**config.mk**
```make
export PLATFORM = sky130hd
export DESIGN_NAME = route_ctrl_east
export DESIGN_NICKNAME = d
export VERILOG_FILES = /design/src/rtl/route_ctrl_east.sv
export SDC_FILE = /design/constraint.sdc
export NUM_CORES = 1
export LEC_CHECK = 0
export ABC_AREA = 1
export CAP_MARGIN = 20
export CORE_UTILIZATION = 44
export CTS_BUF_LIST = sky130_fd_sc_hd__clkbuf_4 sky130_fd_sc_hd__clkbuf_8
export CTS_CLUSTER_SIZE = 20
export DETAILED_ROUTE_END_ITERATION = 10
export GPL_ROUTABILITY_DRIVEN = 0
export PLACE_DENSITY = 0.77
export SYNTH_ARGS = -nofsm -noshare
export SYNTH_HDL_FRONTEND = slang
export SYNTH_SLANG_ARGS = --single-unit
```
**constraint.sdc**
```tcl
create_clock -name clk -period 1.65 [get_ports clk]
set_clock_uncertainty 0.15 [all_clocks]
set_input_delay 0.33 -clock clk [delete_from_list [all_inputs] [get_ports clk]]
set_output_delay 0.33 -clock clk [all_outputs]
set_load 0.1 [all_outputs]
```
**src/rtl/route_ctrl_east.sv**
```systemverilog
// East input-port controller: pops flits from the east FIFO, XY-routes the head flit,
// requests the chosen output port and streams the packet once granted.
module route_ctrl_east #(
  parameter logic [2:0] X_POS = 3'd1,
  parameter logic [2:0] Y_POS = 3'd1
) (
  input  logic       clk,
  input  logic       rst,
  input  logic       fifo_empty,
  output logic       fifo_read,
  input  logic [7:0] fifo_data,
  output logic [4:0] req,
  input  logic [4:0] grant,
  input  logic       out_ready,
  output logic [7:0] flit_out,
  output logic       flit_valid,
  output logic       route_err,
  output logic       busy
);

  typedef enum logic [2:0] {
    StIdle,
    StHead,
    StReq,
    StSend,
    StFetch,
    StLoad,
    StDrop,
    StDropChk
  } state_e;

  localparam logic [1:0] TypeHead = 2'b01;
  localparam logic [1:0] TypeTail = 2'b11;

  localparam logic [4:0] DirLocal = 5'b00001;
  localparam logic [4:0] DirNorth = 5'b00010;
  localparam logic [4:0] DirSouth = 5'b00100;
  localparam logic [4:0] DirWest  = 5'b10000;

  state_e     state_q, state_d;
  logic [7:0] hold_q, hold_d;
  logic [4:0] dir_q, dir_d;
  logic       route_err_d;

  logic [2:0] dst_x, dst_y;
  logic [4:0] route_dir;
  logic       route_ok;

  logic       fifo_read_c;
  logic [4:0] req_c;
  logic       flit_valid_c;

  assign dst_x = fifo_data[5:3];
  assign dst_y = fifo_data[2:0];

  // XY routing; a destination further east would be a U-turn back out the east port.
  always_comb begin
    route_dir = '0;
    route_ok  = 1'b1;
    if (dst_x < X_POS) begin
      route_dir = DirWest;
    end else if (dst_x == X_POS) begin
      if (dst_y > Y_POS) begin
        route_dir = DirNorth;
      end else if (dst_y < Y_POS) begin
        route_dir = DirSouth;
      end else begin
        route_dir = DirLocal;
      end
    end else begin
      route_ok = 1'b0;
    end
  end

  always_comb begin
    state_d      = state_q;
    hold_d       = hold_q;
    dir_d        = dir_q;
    route_err_d  = 1'b0;
    fifo_read_c  = 1'b0;
    req_c        = '0;
    flit_valid_c = 1'b0;

    unique case (state_q)
      StIdle: begin
        fifo_read_c = !fifo_empty;
        if (!fifo_empty) begin
          state_d = StHead;
        end
      end
      StHead: begin
        if (fifo_data[7:6] != TypeHead) begin
          route_err_d = 1'b1;
          state_d     = StIdle;
        end else if (!route_ok) begin
          route_err_d = 1'b1;
          state_d     = StDrop;
        end else begin
          hold_d  = fifo_data;
          dir_d   = route_dir;
          state_d = StReq;
        end
      end
      StReq: begin
        req_c = dir_q;
        if ((grant & dir_q) != '0) begin
          state_d = StSend;
        end
      end
      StSend: begin
        req_c        = dir_q;
        flit_valid_c = (grant & dir_q) != '0;
        if (flit_valid_c && out_ready) begin
          if (hold_q[7:6] == TypeTail) begin
            state_d = StIdle;
          end else if (!fifo_empty) begin
            fifo_read_c = 1'b1;
            state_d     = StLoad;
          end else begin
            state_d = StFetch;
          end
        end
      end
      StFetch: begin
        req_c       = dir_q;
        fifo_read_c = !fifo_empty;
        if (!fifo_empty) begin
          state_d = StLoad;
        end
      end
      StLoad: begin
        req_c   = dir_q;
        hold_d  = fifo_data;
        state_d = StSend;
      end
      StDrop: begin
        fifo_read_c = !fifo_empty;
        if (!fifo_empty) begin
          state_d = StDropChk;
        end
      end
      StDropChk: begin
        state_d = (fifo_data[7:6] == TypeTail) ? StIdle : StDrop;
      end
      default: begin
        state_d = StIdle;
      end
    endcase
  end

  // Hold all handshake outputs quiet while reset is asserted so no flit is popped or sent.
  assign fifo_read  = rst & fifo_read_c;
  assign req        = rst ? req_c : '0;
  assign flit_valid = rst & flit_valid_c;
  assign busy       = rst & (state_q != StIdle);
  assign flit_out   = hold_q;

  always_ff @(posedge clk) begin
    if (!rst) begin
      state_q   <= StIdle;
      hold_q    <= '0;
      dir_q     <= '0;
      route_err <= 1'b0;
    end else begin
      state_q   <= state_d;
      hold_q    <= hold_d;
      dir_q     <= dir_d;
      route_err <= route_err_d;
    end
  end

endmodule
```
==> results_dict.tcl, run 1 <==
set metrics [dict create \
    status "aborted with a tool error" \
    haltStage "clock tree synthesis (4_1_cts)" \
    error_line "[ERROR DPL-0033] detailed placement checks failed during check placement." \
    synth.avg_cell_area_um2 6.51 \
    die_w_um 46.2 \
    synth_edf_count 0 \
    syn-cell-area_um2 860 \
    yosysWarnings 0 \
    dp_slack_ns -0.421 \
    initial_core_util_pct 48.2 \
    ys_ff_latch 16 \
    synth.distinct_cells 21 \
    synthAdderAreaFrac_pct 0 \
    synth_seq_area_share_pct 37.3 \
    yosysMostFrequentCell "nand2_1" \
    synth_simple_gate_area_share_pct 35.7 \
    cts_setup_buffers 7 \
    port_buffers 31 \
    synth.area.top_cells "dfxtp_1 (37%), nand2_1 (14%), a21oi_1 (7.0%)" \
    cts_resized 30 \
    ios 34 \
    synthMuxAreaShare_pct 0 \
    netlist_instances 132 \
    synth_xor_area_share_pct 0 \
    synth_top_area_share_pct 37.3 \
    synth_fp_nets 149 \
    hold_buffers 0 \
    cts-root-buf "clkbuf_4" \
    synth_top_area_cell "dfxtp_1" \
    dpl_cell_area_mm2 0.00158 \
    yosys_most_used_dff "dfxtp_1" \
    synth_top_family_by_area "simple AND/OR/NAND/NOR gates" \
    synth_commonest_cells "nand2_1 (33), dfxtp_1 (16), inv_1 (16)" \
    placementRows 15 \
    hpwl_um 2220 \
    synthArstFlopShare_pct 0 \
    synth-compound-area-share_pct 15.3 \
    cts_buffers 3 \
    cts_sinks 16 \
    die_h_um 46.2 \
    cts_buffer_depth 2 \
    htreeDepth 1 \
]
[through the flow]
step                instances  utilization [%]
detailed placement        208             88.8
global placement          208             88.8
floorplan                 132                -
[cells by family after synthesis]
group | count (synthesis)
compound gates | 25
buf+inv | 21
flops | 16
other cells | 1
simple gates | 69
==> inputs of run 2 (changes only) <==
==> config.mk (replaced) <==
export PLATFORM = sky130hd
export DESIGN_NAME = route_ctrl_east
export DESIGN_NICKNAME = d
export VERILOG_FILES = /design/src/rtl/route_ctrl_east.sv
export SDC_FILE = /design/constraint.sdc
export NUM_CORES = 1
export LEC_CHECK = 0
export ABC_AREA = 1
export CAP_MARGIN = 20
export CORE_AREA = 2 2 63 65
export DETAILED_ROUTE_END_ITERATION = 10
export DIE_AREA = 0 0 65 67
export GPL_ROUTABILITY_DRIVEN = 0
export PLACE_DENSITY_LB_ADDON = 0.15
export SYNTH_ARGS = -nofsm -noshare
export SYNTH_HDL_FRONTEND = slang
export SYNTH_SLANG_ARGS = --single-unit
==> run 2 against run 1 <==
The flow now finishes, with violations (setup timing). Synthesized cell count unchanged. Area after synthesis unchanged.
==> results_dict.tcl, run 2 <==
set metrics [dict create \
    cts_buffer_depth 2 \
    final_nets 225 \
    critPathTopFamily "buffers and inverters" \
    htreeDepth 1 \
    synth_fp_nets 149 \
    avgViaCountPerCell 4.45 \
    synth_edf_count 0 \
    netlist_instances 132 \
    worst-setup-path-type "input pin to output pin" \
    powerDensity_mw_per_mm2 606 \
    synth_top_area_share_pct 37.3 \
    syn-cell-area_um2 860 \
    drive_gt1_share_pct 54.6 \
    cts_sinks 16 \
    finalInstanceArea_mm2 0.00199 \
    maxCapViolCount 0 \
    yosysWarnings 0 \
    grt_max_degree 14 \
    p_leak_nw 0.870 \
    hold_class "input pin to register" \
    diodes 0 \
    grt_pass1_wl_um 4750 \
    largest_reg_flops 8 \
    finalCritPeriodShare_pct 114 \
    setup-tns-final_ns -1.12 \
    synth_commonest_cells "nand2_1 (33), dfxtp_1 (16), inv_1 (16)" \
    layout_common_cells "buf_4 (35), nand2_1 (27), buf_12 (16)" \
    violations "setup timing" \
    synth_seq_area_share_pct 37.3 \
    clkPwrFrac_pct 28.8 \
    yosysMostFrequentCell "nand2_1" \
    path_cells "clkdlybuf4s50_1 -> o21ai_4 -> o21ai_2 -> and3_4 -> buf_12" \
    port_buffers 31 \
    dp_slack_ns -0.386 \
    totalWireLength_um 2910 \
    netSwitchingPower_mw 0.411 \
    p_int_mw 0.798 \
    dr_total_vias 1136 \
    drc 0 \
    timing.fmax_mhz 531 \
    cts_tree "done" \
    area_delta_synth_final_pct 132 \
    post_drt_wl_per_cell_um 11.4 \
    arrival_ns 1.40 \
    antenna_left 0 \
    synth_top_area_cell "dfxtp_1" \
    hpwl_um 2100 \
    layout_commonest_cell "buf_4" \
    crit_required_ns 1.17 \
    clk_latency_ns 0.25 \
    path_buf_inv 2 \
    coreArea_mm2 0.00361 \
    yosys_most_used_dff "dfxtp_1" \
    die_h_um 67 \
    worst_path_largest_cell_delay_ns 0.51 \
    status "finished, violations left" \
    dpl_cell_area_mm2 0.00167 \
    hold_viol 0 \
    worstPathMaxFanout 2 \
    postLayoutCoreUtil_pct 55.3 \
    antenna_found_initial 0 \
    placementRows 22 \
    pwr-share-comb_pct 36.6 \
    clk_pin_slew_ns 0.07 \
    critPathCaptureType "output pin" \
    ios 34 \
    post-route-min-period_ns 1.88 \
    p_sw_share_pct 34.0 \
    drt_pass1_iterations 4 \
    seq_power_share_pct 34.6 \
    gr-total-overflow 0 \
    slowest_stage "clkdlybuf4s50_1" \
    grt_pass1_vias 1171 \
    synth.distinct_cells 21 \
    slew_viol_final 0 \
    grt_use_total_pct 13.9 \
    synth.avg_cell_area_um2 6.51 \
    cts-root-buf "clkbuf_8" \
    dr.first_iter.drc_count 37 \
    synth.area.top_cells "dfxtp_1 (37%), nand2_1 (14%), a21oi_1 (7.0%)" \
    initial_core_util_pct 23.8 \
    peakVddDrop_mv 0.337 \
    synthArstFlopShare_pct 0 \
    die_area_mm2 0.00436 \
    totalPowerFinal_mw 1.21 \
    ys_ff_latch 16 \
    die_w_um 65 \
    setup_ws_ns -0.235 \
    setup_viol 6 \
    rsz0062_at_grt "yes" \
    cts_buffers 3 \
    cp-start-kind "input pin" \
]
[run 2: metal layers]
| metal | routed length [um] | GRT usage [%] |
|---|---|---|
| met1 | 1220 | 15.3 |
| met4 | 45 | 7.18 |
| met2 | 1510 | 24.7 |
| met3 | 139 | 3.21 |
| met5 | 0 | 0 |
[run 2: area by class of cell]
cell class                 count  area, um^2
clock buffer                   4        55.1
fill                         337        1610
inverter                      17        68.8
multi-input combinational     96         656
sequential                    16         335
tap                           48        60.1
timing repair buffer          74         820
[run 2: what timing repair did]
action,CTS,global route
pin swaps,18,12
hold buffers,0,0
gates resized for setup,34,28
gates cloned,0,1
setup endpoints to repair,9,22
buffers inserted,11,7
[run 2: worst paths after layout]
| path | slack (ns) | endpoint | startpoint | cells past startpoint |
|---|---|---|---|---|
| worst min register to register | 0.36 | flit_out[6] | flit_out[6] | 2 |
| worst max register to register | 0.05 | state_q[0] | state_q[1] | 8 |
| worst min-delay path | 0.30 | flit_out[7] | fifo_data[7] | 4 |
| worst max-delay path | -0.23 | fifo_read | out_ready | 5 |
[run 2: per-stage QoR]
stage               hold slack, ns  instances
floorplan                    0.315        132
global placement             0.363        239
detailed placement           0.360        239
CTS                          0.370        250
global route                 0.327        255
finish                       0.296        255
[run 2: power groups by stage]
stage          sequential (mW)  combinational [mW]  clock, mW
2_1_floorplan            0.483               0.156          0
3_3_place_gp             0.425               0.381          0
3_5_place_dp             0.425               0.384          0
4_1_cts                  0.417               0.404      0.357
5_1_grt                  0.420               0.468      0.375
6_report                 0.418               0.442      0.349
[run 2: logic make-up (layout without fill, tap and decap cells)]
logic type	Yosys count	after routing	share of synthesized area [%]
compound gates	25	25	15.3
buf+inv	21	95	11.4
flops	16	16	37.3
other cells	1	1	0.436
simple gates	69	70	35.7
[run 2: worst reg2reg max path: stages (launching register included)]
cell and delay (ns):
dfxtp_4 0.37, buf_6 0.13, buf_4 0.15, nand3_1 0.11, inv_1 0.07, a21oi_2 0.23
nand2_1 0.10, o21bai_1 0.15, inv_1 0.05
(Power assumes the default switching activity.)
